$ cat src/rtl/input_debounce.sv
// input_debounce: conditions a raw asynchronous input into a clean debounced
// level plus single-cycle rise/fall pulses. A transition is accepted only
// after the sampled input has held its new value for STABLE_CYCLES clocks.
//
// Optional feature: define INPUT_DEBOUNCE_SYNC_EN to compile in the two-flop
// synchroniser (s1 -> s2). Without it, din is taken through a single flop and
// must already be synchronous to clk; all latencies shrink by one cycle.
//
// Ports:
//   clk      in   clock
//   rstn     in   synchronous active-low reset
//   din      in   raw input
//   level    out  debounced level
//   rise     out  one-cycle pulse on accepted 0->1
//   fall     out  one-cycle pulse on accepted 1->0
//   busy     out  high while a candidate transition is being qualified
//   evt_cnt  out  modulo-256 count of accepted rising transitions
module input_debounce #(
  parameter int unsigned STABLE_CYCLES = 1000,
  parameter int unsigned CNT_W         = 16
) (
  input  logic       clk,
  input  logic       rstn,
  input  logic       din,
  output logic       level,
  output logic       rise,
  output logic       fall,
  output logic       busy,
  output logic [7:0] evt_cnt
);

  localparam int unsigned EVT_W = 8;
  localparam logic [CNT_W-1:0] CNT_LAST = CNT_W'(STABLE_CYCLES - 1);
  localparam logic [CNT_W-1:0] CNT_ONE  = CNT_W'(1);

  typedef enum logic [1:0] {
    ST_LOW     = 2'd0,
    ST_WAIT_HI = 2'd1,
    ST_HIGH    = 2'd2,
    ST_WAIT_LO = 2'd3
  } state_e;

  state_e             state_q, state_d;
  logic [CNT_W-1:0]   cnt_q, cnt_d;
  logic               level_q, level_d;
  logic               rise_q, rise_d;
  logic               fall_q, fall_d;
  logic               busy_q, busy_d;
  logic [EVT_W-1:0]   evt_q, evt_d;
  logic               s1_q;
  logic               s;

  // Input sampling path
`ifdef INPUT_DEBOUNCE_SYNC_EN
  logic s2_q;

  always_ff @(posedge clk) begin
    if (!rstn) begin
      s1_q <= 1'b0;
      s2_q <= 1'b0;
    end else begin
      s1_q <= din;
      s2_q <= s1_q;
    end
  end

  assign s = s2_q;
`else
  always_ff @(posedge clk) begin
    if (!rstn) begin
      s1_q <= 1'b0;
    end else begin
      s1_q <= din;
    end
  end

  assign s = s1_q;
`endif

  // State and output registers
  always_ff @(posedge clk) begin
    if (!rstn) begin
      state_q <= ST_LOW;
      cnt_q   <= '0;
      level_q <= 1'b0;
      rise_q  <= 1'b0;
      fall_q  <= 1'b0;
      busy_q  <= 1'b0;
      evt_q   <= '0;
    end else begin
      state_q <= state_d;
      cnt_q   <= cnt_d;
      level_q <= level_d;
      rise_q  <= rise_d;
      fall_q  <= fall_d;
      busy_q  <= busy_d;
      evt_q   <= evt_d;
    end
  end

  // Next-state and output decode
  always_comb begin
    state_d = state_q;
    cnt_d   = cnt_q;
    level_d = level_q;
    rise_d  = 1'b0;
    fall_d  = 1'b0;
    evt_d   = evt_q;

    case (state_q)
      ST_LOW: begin
        if (s) begin
          state_d = ST_WAIT_HI;
          cnt_d   = CNT_ONE;
        end
      end
      ST_WAIT_HI: begin
        if (!s) begin
          // glitch rejected, no pulse
          state_d = ST_LOW;
          cnt_d   = '0;
        end else if (cnt_q == CNT_LAST) begin
          state_d = ST_HIGH;
          cnt_d   = '0;
          level_d = 1'b1;
          rise_d  = 1'b1;
          evt_d   = evt_q + EVT_W'(1);
        end else begin
          cnt_d = cnt_q + CNT_ONE;
        end
      end
      ST_HIGH: begin
        if (!s) begin
          state_d = ST_WAIT_LO;
          cnt_d   = CNT_ONE;
        end
      end
      ST_WAIT_LO: begin
        if (s) begin
          state_d = ST_HIGH;
          cnt_d   = '0;
        end else if (cnt_q == CNT_LAST) begin
          state_d = ST_LOW;
          cnt_d   = '0;
          level_d = 1'b0;
          fall_d  = 1'b1;
        end else begin
          cnt_d = cnt_q + CNT_ONE;
        end
      end
    endcase

    // busy registered from the next state so it tracks state_q exactly
    busy_d = (state_d == ST_WAIT_HI) || (state_d == ST_WAIT_LO);
  end

  assign level   = level_q;
  assign rise    = rise_q;
  assign fall    = fall_q;
  assign busy    = busy_q;
  assign evt_cnt = evt_q;

endmodule

$ cat config.mk
export PLATFORM = sky130hd
export DESIGN_NAME = input_debounce
export DESIGN_NICKNAME = d
export VERILOG_FILES = /design/src/rtl/input_debounce.sv
export SDC_FILE = /design/constraint.sdc
export NUM_CORES = 1
export LEC_CHECK = 0
export ABC_AREA = 1
export BUFFER_PORTS_ARGS = -buffer_cell sky130_fd_sc_hd__buf_4
export CAP_MARGIN = 20
export CORE_ASPECT_RATIO = 0.75
export CORE_UTILIZATION = 50
export DETAILED_ROUTE_END_ITERATION = 12
export PLACE_DENSITY_LB_ADDON = 0.1
export SYNTH_ARGS = -nofsm -noshare
export SYNTH_HDL_FRONTEND = slang
export SYNTH_SLANG_ARGS = --single-unit
$ cat constraint.sdc
create_clock -name clk -period 2.28 [get_ports clk]
set_input_delay 0.114 -clock clk [delete_from_list [all_inputs] [get_ports clk]]
set_output_delay 0.114 -clock clk [all_outputs]
set_load 0.01 [all_outputs]
==> impl_metrics.ini <==
[outcome]
status = finished clean

[pwr]
p_leak_nw = 0.769
fin_total_pwr_mw = 0.965
powerDensity_nw_per_um2 = 521
ir_drop_mv = 0.448

[synth]
mappedNetlistNets = 236
syn_inst = 231
synth_top_cell_area_share_pct = 36.7
ys_ff_latch = 30
synth_area_leaders = dfxtp_1, nand2_1, nor2_1, nand3_1, nor2_4
yosysSeqAreaShare_pct = 36.7
syn-cell-area_um2 = 1640
yosys.area.top_type = dfxtp_1
yosys_warnings = 0
synthDistinctLibCells = 25
synthArstFlopShare_pct = 0
synth_edf_count = 0
avgSynthCellArea_um2 = 7.08
synth_flop_cell = dfxtp_1

[route]
routed_via_density = 4.94
drc = 0
drt-initial-drc-count = 99
routed-via-count = 1422
firstDrtPassIters = 4
wire_per_inst_um = 11.2
antenna_left = 0
drt_wl_total_mm = 3.22

[global_routing]
first_global_vias = 1197
grt_max_degree = 16
grt_pass1_wl_mm = 5.46
grt_use_total_pct = 21.9
antenna_found_initial = 0
grt.overflow.total = 0

[sta]
hold_ws_ns = 0.0157
maxSlewHeadroom_pct = 76.0
setup_viol = 0
period_share_pct = 68.9
tns_ns = 0
fin_ws_ns = 0.709
fmax_mhz = 636
slew_violations = 0
rsz0062_at_grt = false
hold_viol_final = 0
worst_slew_pin_slew_ns = 0.359
period_minus_slack_ns = 1.57
skew_ns = 0.00630

[worst_setup_path]
cpPeakStageDelay_ns = 0.36
endpoint_kind = register
critical_path_class = reg2reg
path_max_fanout = 10
critPathArrivalTime_ns = 1.75
cp_slowest_cell = dfxtp_1
crit_top_cell = nand2_4
crit_required_ns = 2.46
critPathLaunchType = register
crit_chain = ha_1, nand2_1, clkinv_1, nand2_1, nor2_4, nand2_4, nand2_4, nand2_4, nand2_4, inv_2, nand2_1, inv_1

[die]
initial_utilization_pct = 54.1
placementRows = 17
fp.dieArea_um2 = 3510
die_height_um = 51.5
core-area_um2 = 3020
die_w_um = 68.0
io_pins = 15

[cells_and_area]
seqCellArea_um2 = 601
nNetsFinal = 255
final_area_um2 = 1850
area_growth_pct = 13.3
post-route-util_pct = 61.4
finalNonFillerCells = 288
layout_commonest_cell = nand2_1
multiInputGateArea_um2 = 915
drive_above_1_share_pct = 19.2
antenna_cells = 0
num-fill-cells = 291
final_cell_mix = nand2_1, nor2_1, dfxtp_1

[clocking]
clk_path_buf_depth = 2
numCtsBuffers = 5
cts_tree = done
cts_hold_buf = 0
clock-root-buffer = clkbuf_8
clk_latency_ns = 0.28
cts_resized = 0
post_cts_buffers = 0
cts_max_level = 2
cts.sinks = 30
clk_pin_slew_ns = 0.06

[hold_path]
min_path_type = in2reg

[place]
post-place-ws_ns = 0.728
post_dp_cell_area_um2 = 1780
detailed_place_hpwl_mm = 2.35
gp_congestion = 0.825
dp_cells = 281
io_buffers = 14

[job]
max-cap-violations = 0
[final cells by class]
class | instances | area share (%)
Sequential cell | 30 | 32.4
Tap cell | 38 | 2.57
Multi-Input combinational cell | 170 | 49.4
Inverter | 29 | 5.87
Clock buffer | 7 | 4.12
Timing Repair Buffer | 14 | 5.67
[flip-flops by register name, indices dropped and copies added, names as in the netlist]
| signal | cells |
|---|---|
| cnt_q | 16 |
| evt_cnt | 8 |
| busy | 1 |
| fall | 1 |
| level | 1 |
| rise | 1 |
| s | 1 |
| state_q | 1 |
[worst max-delay path, delay by kind of cell, from the launching register on]
kind | cells | cell delay [ns]
simple gates | 8 | 0.68
flops | 1 | 0.36
fa+ha+maj | 1 | 0.28
buf+inv | 3 | 0.14
[worst paths after layout]
| check | endpoint | cells past startpoint | slack (ns) | from |
|---|---|---|---|---|
| setup / recovery | cnt_q[12] | 12 | 0.71 | cnt_q[0] |
| hold / removal | s | 3 | 0.02 | din |
| setup reg to reg | cnt_q[12] | 12 | 0.71 | cnt_q[0] |
| hold reg to reg | cnt_q[1] | 2 | 0.49 | cnt_q[1] |
[synthesized netlist by cell type (2+ instances only)]
cell	n
nor2_4	7
nand3b_1	4
nand2_1	56
clkinv_1	2
xnor2_1	4
inv_1	20
inv_2	7
ha_1	2
o21ai_0	3
nor2_1	32
dfxtp_1	30
nand4_1	9
nand2_4	4
xor2_1	6
o21ai_1	2
nand3_1	17
nand2_2	6
a21oi_1	11
nor2_2	3
[power breakdown]
part | leakage [nW] | switching [mW] | internal, mW
logic | 0.488 | 0.0294 | 0.0111
clock network | 0.0383 | 0.185 | 0.209
registers | 0.242 | 0.00274 | 0.527
total | 0.769 | 0.217 | 0.748
[cell families (layout without fill, tap and decap cells)]
group | Yosys count | count (layout) | share of synthesized area, %
fa+ha+maj | 2 | 2 | 1.53
compound gates | 17 | 17 | 5.28
buf+inv | 31 | 50 | 7.35
flops | 30 | 30 | 36.7
xor+xnor | 10 | 10 | 5.36
simple gates | 141 | 141 | 43.8
[layer usage]
metal  GRT usage, %  vias to the layer above  wire length, um
li1               -                      768                -
met1           32.3                      622             1810
met2           28.1                       25             1220
met3           6.58                        7              134
met4           10.4                        0               54
met5              0                        -                0
Power figures use the tool's default switching activity.
